<file path="src/rtl/multicycle_controller.sv">
// Sequencing FSM for the Eka RV32I multi-cycle core (FETCH/DECODE/EXEC/MEM/WB).
// Latency: ALU 4, load 5, store 4, branch 3 cycles with zero-wait acks; +1 per ack wait cycle.
// Backpressure: imem_req/dmem_req held until ack; stall_req parks the core in IDLE at boundaries.
// Optional retire counter enabled by defining EKA_RETIRE_COUNTER_EN.
module multicycle_controller #(
    parameter int INSTRET_W = 64
) (
    input  logic                 clk,
    input  logic                 reset,
    input  logic                 stall_req,
    input  logic                 imem_ack,
    input  logic                 dmem_ack,
    input  logic                 dec_write_en,
    input  logic                 dec_mem_read_en,
    input  logic                 dec_mem_write_en,
    input  logic                 dec_branch_inst,
    input  logic                 branch_taken,
    output logic                 imem_req,
    output logic                 ir_load,
    output logic                 dmem_req,
    output logic                 dmem_we,
    output logic                 rf_write_strobe,
    output logic                 pc_update,
    output logic                 pc_sel_branch,
    output logic                 busy,
    output logic [2:0]           state_o,
    output logic [INSTRET_W-1:0] instret
);

    typedef enum logic [2:0] {
        S_IDLE   = 3'd0,
        S_FETCH  = 3'd1,
        S_DECODE = 3'd2,
        S_EXEC   = 3'd3,
        S_MEM    = 3'd4,
        S_WB     = 3'd5
    } state_t;

    state_t state;
    logic   lat_we;
    logic   lat_rd;
    logic   lat_wr;
    logic   lat_br;
    logic   exec_retire;

    // Sequencing state and per-instruction class flags captured in DECODE
    always_ff @(posedge clk or posedge reset) begin
        if (reset) begin
            state  <= S_IDLE;
            lat_we <= 1'b0;
            lat_rd <= 1'b0;
            lat_wr <= 1'b0;
            lat_br <= 1'b0;
        end else begin
            case (state)
                S_IDLE: begin
                    if (!stall_req) state <= S_FETCH;
                end
                S_FETCH: begin
                    if (imem_ack) state <= S_DECODE;
                end
                S_DECODE: begin
                    lat_we <= dec_write_en;
                    lat_rd <= dec_mem_read_en;
                    lat_wr <= dec_mem_write_en;
                    lat_br <= dec_branch_inst;
                    state  <= S_EXEC;
                end
                S_EXEC: begin
                    if (lat_rd || lat_wr)  state <= S_MEM;
                    else if (lat_we)       state <= S_WB;
                    else if (stall_req)    state <= S_IDLE;
                    else                   state <= S_FETCH;
                end
                S_MEM: begin
                    if (dmem_ack) begin
                        // Load wins when both mem flags are set
                        if (lat_rd)         state <= S_WB;
                        else if (stall_req) state <= S_IDLE;
                        else                state <= S_FETCH;
                    end
                end
                S_WB: begin
                    if (stall_req) state <= S_IDLE;
                    else           state <= S_FETCH;
                end
                // Encodings 6/7 recover to IDLE
                default: state <= S_IDLE;
            endcase
        end
    end

    // Instructions that neither touch memory nor write rd retire directly from EXEC
    assign exec_retire = (state == S_EXEC) && !lat_rd && !lat_wr && !lat_we;

    // Moore decode from the state register; ir_load and store retire are ack-qualified
    always_comb begin
        imem_req        = (state == S_FETCH);
        ir_load         = (state == S_FETCH) && imem_ack;
        dmem_req        = (state == S_MEM);
        dmem_we         = (state == S_MEM) && lat_wr && !lat_rd;
        rf_write_strobe = (state == S_WB);
        pc_update       = (state == S_WB) || exec_retire ||
                          ((state == S_MEM) && dmem_ack && lat_wr && !lat_rd);
        pc_sel_branch   = exec_retire && lat_br && branch_taken;
        busy            = (state != S_IDLE);
    end

    assign state_o = state;

`ifdef EKA_RETIRE_COUNTER_EN
    logic [INSTRET_W-1:0] instret_q;

    // Count retire pulses; wraps naturally at 2^INSTRET_W
    always_ff @(posedge clk or posedge reset) begin
        if (reset)          instret_q <= '0;
        else if (pc_update) instret_q <= instret_q + {{(INSTRET_W-1){1'b0}}, 1'b1};
    end

    assign instret = instret_q;
`else
    assign instret = '0;
`endif

endmodule

</file>
<file path="config.mk">
export PLATFORM = sky130hd
export DESIGN_NAME = multicycle_controller
export DESIGN_NICKNAME = d
export VERILOG_FILES = /design/src/rtl/multicycle_controller.sv
export SDC_FILE = /design/constraint.sdc
export NUM_CORES = 1
export LEC_CHECK = 0
export BUFFER_PORTS_ARGS = -buffer_cell sky130_fd_sc_hd__buf_2
export CAP_MARGIN = 20
export CORE_MARGIN = 2
export CORE_UTILIZATION = 31
export DETAILED_ROUTE_END_ITERATION = 6
export HOLD_SLACK_MARGIN = 0.12
export PLACE_DENSITY_LB_ADDON = 0.15
export SKIP_CTS_REPAIR_TIMING = 1
export SLEW_MARGIN = 20
export SYNTH_ARGS = -nofsm -noshare
export SYNTH_HDL_FRONTEND = slang
export SYNTH_SLANG_ARGS = --single-unit
</file>
<file path="constraint.sdc">
create_clock -name clk -period 1.3 [get_ports clk]
set_input_delay 0.13 -clock clk [delete_from_list [all_inputs] [get_ports clk]]
set_output_delay 0.13 -clock clk [all_outputs]
set_load 0.02 [all_outputs]
</file>
### Word level (Yosys, flattened, before mapping)

Index checks and enable logic that the tools add are counted.
W data, S select, Z words.

| word-level totals | value |
|---|---|
| bits of input ports | 10 |
| output and inout port bits | 75 |
| register bits after elaboration | 7 |

| operators by class | value |
|---|---|
| muxes and demuxes | 8 |
| equal/unequal tests | 8 |
| reductions and logical operators | 20 |

Operators by type and width:

| kind | count |
|---|---|
| $mux W3 | 6 |
| $pmux W3 S6 | 1 |
| $logic_and A1 B1 Y1 | 11 |
| $eq A3 B2 Y1 const B | 2 |
| $eq A3 B3 Y1 const B | 2 |
| $ne A2 B2 Y1 const B | 3 |
| $eq A3 B1 Y1 const B | 1 |
| $logic_not A1 Y1 | 3 |
| $logic_not A3 Y1 | 1 |
| $logic_or A1 B1 Y1 | 3 |
| $reduce_and A3 Y1 | 1 |
| $reduce_bool A3 Y1 | 1 |
| $mux W1 | 1 |

### Depth between registers and ports, before layout

Gate-level depths: netlist of the first run.

| depth | value |
|---|---|
| depth in word-level cells | 6 |
| depth in mapped cells | 4 |
| mapped depth without buffers | 3 |

### Worst setup path after synthesis of the first run

No wires, ideal clock.

| timing path | value |
|---|---|
| path kind | register -> output |
| start | register state[1] (netlist: state_o[1]) |
| end | output port dmem_we |
| stages on the path, launching flop included | 5 |
| buffers on the path | 1 |
| path slack | -0.300 ns |
| arrival time | 1.470 ns |
| path through | dfrtp_1 > buf_6 > nand2b_1 > nand2b_1 > nor3b_1 |

| on the way | value |
|---|---|
| longest elaborated chain between the ends | 3 |

Ends and longest elaborated chain:

| what | RTL line | source |
|---|---|---|
| from (decl) | 39 | `state_t state;` |
| from (signal assigned) | 49 | `state <= S_IDLE;` |
| from (signal assigned) | 57 | `if (!stall_req) state <= S_FETCH;` |
| from (signal assigned) | 60 | `if (imem_ack) state <= S_DECODE;` |
| $eq A3 B3 Y1 | 101 | `dmem_we = (state == S_MEM) && lat_wr && !lat_rd;` |
| $logic_and A1 B1 Y1 (2 in series) | 101 |  |
| to (decl) | 21 | `output logic dmem_we,` |

Every way passes these cells.

### Final worst setup path of the first run

| timing path | value |
|---|---|
| start | register lat_wr |
| end | output port pc_update |

| on the way | value |
|---|---|
| longest elaborated chain between the ends | 5 |
| elaborated cells between the ends (all ways) | 7 |
| those cells by class | 7 x reduce/logical |

Ends and longest elaborated chain:

| what | RTL line | source |
|---|---|---|
| from (decl) | 42 | `logic lat_wr;` |
| from (signal assigned) | 65 | `lat_wr <= dec_mem_write_en;` |
| $logic_not A1 Y1 | 94 | `assign exec_retire = (state == S_EXEC) && !lat_rd && !lat_wr && !lat_we;` |
| $logic_and A1 B1 Y1 (2 in series) | 94 |  |
| $logic_or A1 B1 Y1 | 103 | `pc_update = (state == S_WB) \|\| exec_retire \|\|` |
| $logic_or A1 B1 Y1 (*) | 103 |  |
| to (decl) | 23 | `output logic pc_update,` |

Mark *: on every way between the ends. The rest lies on a longest branch, timed or not.

==> run_results.csv, run 1 <==
group,metric,value,unit
outcome,status,"finished, violations left",
outcome,violations,"negative setup slack",
worst_setup_path,reg2reg_to,"lat_wr",
placed_design,hpwl,1.33,mm
min_path,hold_class,"primary input to register",
flow_run,maxCapViolCount,0,
die,die_area,3490,um^2
worst_setup_path,end_kind,"output port",
worst_setup_path,r2r_slack,-0.10,ns
synth,async_flop_share,100,%
die,fp.dieW,59.1,um
timing,finalHoldViolCount,0,
timing,finClkSkew,0.00288,ns
worst_setup_path,crit_required,1.17,ns
die,initial_core_util,33.3,%
clock_tree,numCtsBuffers,3,
clock_tree,cts_tree,"built",
power_and_ir_drop,leakage,0.606,nW
clock_tree,clk_pin_slew,0.05,ns
synth,syn_area,941,um^2
worst_setup_path,crit_fanout,2,
routing,dr_total_vias,639,
worst_setup_path,setup.worst_path.start_class,"register",
timing,fmax,686,MHz
power_and_ir_drop,vdd_ir_drop_max,0.542,mV
min_path,hold_path_depth,2,
finish,final_nets,162,
synth,yosysSeqAreaShare,18.6,%
synth,synth.avg_cell_area,8.48,um^2
global_route,antenna_found_initial,0,
routing,wirelength,1.63,mm
global_route,grt_pass1_vias,489,
clock_tree,cts.htree.levels,1,
clock_tree,worstSkewPairLatency,0.25,ns
worst_setup_path,critPathKind,"register to output port",
finish,area_growth_syn_to_layout,16.0,%
placed_design,post-place-ws,0.00131,ns
finish,mostFrequentLayoutCells,"64 x conb_1, 17 x buf_4, 14 x buf_2",
die,dieHeight,59.1,um
power_and_ir_drop,power,0.00200,W
timing,setup_viol,12,
timing,setup_ws,-0.158,ns
placed_design,place_congestion,0.787,
die,rows,19,
synth,synth_edf_count,0,
routing,drtIter0Drc,8,
timing,min_period_over_period,112,%
synth,synth_seq_cells,7,
worst_setup_path,worstRegToRegCells,3,
global_route,grt_pass1_wl,2.10,mm
power_and_ir_drop,pwr_density_cell,1830,nW/um^2
synth,yosysUniqueCellTypes,25,
routing,drc,0,
timing,drv_slew,0,
worst_setup_path,rr_startpoint,"state_o[2]",
routing,postRouteAntennaNets,0,
placed_design,portBuffers,20,
timing,hold_ws,0.129,ns
finish,layout-drive-gt1-share,37.7,%
min_path,hold_path_end,"lat_wr",
synth,synth_ff_type,"dfrtp_1",
synth,synth_warnings,0,
routing,dr.pass1.iters,3,
routing,wl_per_cell,8.93,um
die,core-area,2830,um^2
die,pin_count,85,
finish,layout_commonest_cell,"conb_1",
timing,fin_crit,1.46,ns
routing,viasPerCell,3.51,
min_path,worstHoldStart,"dec_mem_write_en",
clock_tree,clockBufferDepth,2,
finish,antenna_cells,0,
global_route,grt_max_degree,12,
timing,rsz0062_at_grt,"yes",
clock_tree,cts.sinks,7,
synth,syn_inst,111,
global_route,track_usage,8.01,%
clock_tree,cts_root_buf,"clkbuf_4",
global_route,grt_overflow_total,0,
worst_setup_path,worstPathArrival,1.33,ns
-- critical path, cell delays in order (launching register included) --
cell,delay [ns]
dfrtp_1,0.37
or3_4,0.41
o22ai_4,0.17
buf_6,0.14
-- logic make-up after synthesis --
family	Yosys count	share of synthesized area, %
simple gates	20	15.0
flops	7	18.6
buf+inv	71	55.5
other cells	1	0.399
mux	4	4.79
compound gates	8	5.72
-- power by group --
group | switching [W] | internal (W)
sequential | 0.0000865 | 0.000328
clock | 0.0000788 | 0.000117
combinational | 0.000738 | 0.000647
total | 0.000904 | 0.00109
-- per-layer routing --
metal	wire length (um)	GRT usage, %	up-vias
li1	-	-	309
met1	611	9.71	278
met2	841	13.0	50
met3	158	1.53	2
met4	15	4.87	0
met5	0	0	-
-- synth_stat cells, drive strengths merged, types with 2 or more instances --
cell type | instances | area, um^2
a21oi | 2 | 10.0
buf | 67 | 507
or3 | 2 | 17.5
dfrtp | 7 | 175
o22ai | 2 | 12.5
nor3 | 3 | 15.0
nor3b | 2 | 26.3
nor2b | 2 | 12.5
inv | 4 | 15.0
nor2 | 3 | 11.3
mux2 | 4 | 45.0
nand3b | 2 | 15.0
nand2b | 3 | 18.8
-- how the worst max path moves through the flow --
stage          slack (ns)        from  cells after the start   endpoint
2_1_floorplan       -0.09  state_o[1]                      4    dmem_we
3_3_place_gp        0.003      lat_wr                      3  pc_update
3_5_place_dp        0.001      lat_wr                      3  pc_update
4_1_cts             -0.27      lat_wr                      3  pc_update
5_1_grt             -0.24  state_o[1]                      4    dmem_we
6_report            -0.16      lat_wr                      3  pc_update
-- through the flow --
step | instances | util [%] | setup TNS, ns | instance area, um^2
after floorplan | 174 | - | -0.171 | 1190
after global placement | 166 | 31.2 | 0 | 883
after detailed placement | 166 | 31.2 | 0 | 883
after CTS | 170 | 32.2 | -1.26 | 910
after global routing | 182 | 38.6 | -1.97 | 1090
final | 182 | 38.6 | -1.17 | 1090
-- area by class of cell --
type,instances,area [um^2]
fill,307,1740
tap,31,38.8
clock buffer,4,26.3
multi-input combinational,96,538
timing repair buffer,40,294
inverter,4,15.0
sequential,7,179
-- state kept, by name (all words and copies together), names as in the netlist --
name,count
state_o,3
lat_br,1
lat_rd,1
lat_we,1
lat_wr,1
Power figures use the tool's default switching activity.
==> inputs of run 2 (changes only) <==
Settings changed: CTS_BUF_LIST set to sky130_fd_sc_hd__clkbuf_4 sky130_fd_sc_hd__clkbuf_8 sky130_fd_sc_hd__clkbuf_16.
==> run_results.csv, run 2 (same netlist as run 1, synthesis figures left out) <==
group,metric,value,unit
outcome,status,"finished, violations left",
outcome,violations,"negative setup slack",
finish,seq_area,179,um^2
die,core-area,2830,um^2
clock_tree,clk_pin_slew,0.05,ns
die,fp.dieW,59.1,um
finish,mostFrequentLayoutCells,"64 x conb_1, 17 x buf_4, 14 x buf_2",
finish,area_growth_syn_to_layout,16.4,%
finish,final_nets,162,
finish,layout_commonest_cell,"conb_1",
worst_setup_path,crit_required,1.17,ns
worst_setup_path,setup.worst_path.start_class,"register",
global_route,grt_overflow_total,0,
finish,post-route-util,38.7,%
die,rows,19,
clock_tree,cts_tree,"built",
die,pin_count,85,
finish,fill_cells,305,
clock_tree,clockBufferDepth,2,
routing,drtIter0Drc,8,
clock_tree,cts_root_buf,"clkbuf_4",
placed_design,place_congestion,0.787,
finish,antenna_cells,0,
die,initial_core_util,33.3,%
finish,multi_input_area,538,um^2
die,die_area,3490,um^2
min_path,worstHoldStart,"dec_mem_write_en",
min_path,hold_path_depth,2,
power_and_ir_drop,power,0.00202,W
worst_setup_path,end_kind,"output port",
worst_setup_path,r2r_slack,-0.10,ns
routing,viasPerCell,3.52,
die,dieHeight,59.1,um
global_route,grt_pass1_wl,2.10,mm
routing,wirelength,1.63,mm
clock_tree,cts.htree.levels,1,
routing,drc,0,
power_and_ir_drop,power.internal,0.00111,W
global_route,antenna_found_initial,0,
global_route,track_usage,8.01,%
worst_setup_path,reg2reg_to,"lat_wr",
worst_setup_path,critPathKind,"register to output port",
timing,finalHoldViolCount,0,
global_route,grt_pass1_vias,489,
clock_tree,numCtsBuffers,3,
clock_tree,cts.sinks,7,
timing,fmax,686,MHz
timing,setup_viol,12,
power_and_ir_drop,power_frac_seq,20.6,%
power_and_ir_drop,switching_share,44.8,%
power_and_ir_drop,p_clk_share,10.7,%
placed_design,post-place-ws,0.00131,ns
power_and_ir_drop,pwr-share-comb,68.7,%
worst_setup_path,worstPathArrival,1.33,ns
clock_tree,worstSkewPairLatency,0.25,ns
worst_setup_path,worstRegToRegCells,3,
timing,rsz0062_at_grt,"yes",
routing,wl_per_cell,8.95,um
routing,dr_total_vias,640,
routing,dr.pass1.iters,3,
power_and_ir_drop,vdd_ir_drop_max,0.546,mV
power_and_ir_drop,pwr_density_cell,1840,nW/um^2
placed_design,portBuffers,20,
timing,min_period_over_period,112,%
finish,largest_register_ffs,3,
power_and_ir_drop,leakage,0.609,nW
timing,fin_crit,1.46,ns
power_and_ir_drop,switching_power,0.000903,W
timing,finClkSkew,0.00494,ns
flow_run,maxCapViolCount,0,
worst_setup_path,crit_fanout,2,
timing,setup_ws,-0.157,ns
min_path,hold_path_end,"lat_wr",
min_path,hold_class,"primary input to register",
worst_setup_path,rr_startpoint,"state_o[2]",
timing,drv_slew,0,
placed_design,hpwl,1.33,mm
routing,postRouteAntennaNets,0,
finish,layout-drive-gt1-share,38.4,%
global_route,grt_max_degree,12,
==> run 2: cell counts in the layout (fill, tap and decap cells not counted) <==
No cell type changed its count.
==> run 2: final cells by class <==
type,count,share of cell area (%)
well taps,31,3.54
clock buffers,4,2.74
repair buffers,40,26.9
inverters,4,1.37
multi-input cells,96,49.1
flip-flops and latches,7,16.3
==> run 2: worst max-delay path: stages (launching register included) <==
cell and delay (ns):
dfrtp_1 0.37, or3_4 0.41, o22ai_4 0.17, buf_6 0.14
==> run 2: how the worst max path moves through the flow <==
| stage | start | endpoint | depth (start not counted) |
|---|---|---|---|
| final | lat_wr | pc_update | 3 |
| after global routing | state_o[1] | dmem_we | 4 |
| after CTS | lat_wr | pc_update | 3 |
| after detailed placement | lat_wr | pc_update | 3 |
| after global placement | lat_wr | pc_update | 3 |
| after floorplan | state_o[1] | dmem_we | 4 |
==> run 2: power by group through the flow <==
stage | Sequential [W] | Combinational [W] | Clock (W)
after floorplan | 0.000464 | 0.000867 | 0
after global placement | 0.000444 | 0.00106 | 0
after detailed placement | 0.000442 | 0.00106 | 0
after CTS | 0.000439 | 0.00106 | 0.000224
after global routing | 0.000432 | 0.00149 | 0.000229
final | 0.000415 | 0.00139 | 0.000216
==> run 2: metrics by stage <==
step	instances	hold WS, ns	setup TNS (ns)	area (um^2)
after global placement	166	0.0668	0	883
after floorplan	174	-0.0668	-0.171	1190
final	182	0.129	-1.17	1090
after global routing	182	0.129	-1.98	1090
after detailed placement	166	0.0694	0	883
after CTS	170	-0.202	-1.28	913
==> run 2: routing by layer <==
metal | GRT usage, % | wire length [um]
met1 | 9.71 | 610
met2 | 13.0 | 844
met3 | 1.53 | 158
met4 | 4.87 | 15
met5 | 0 | 0
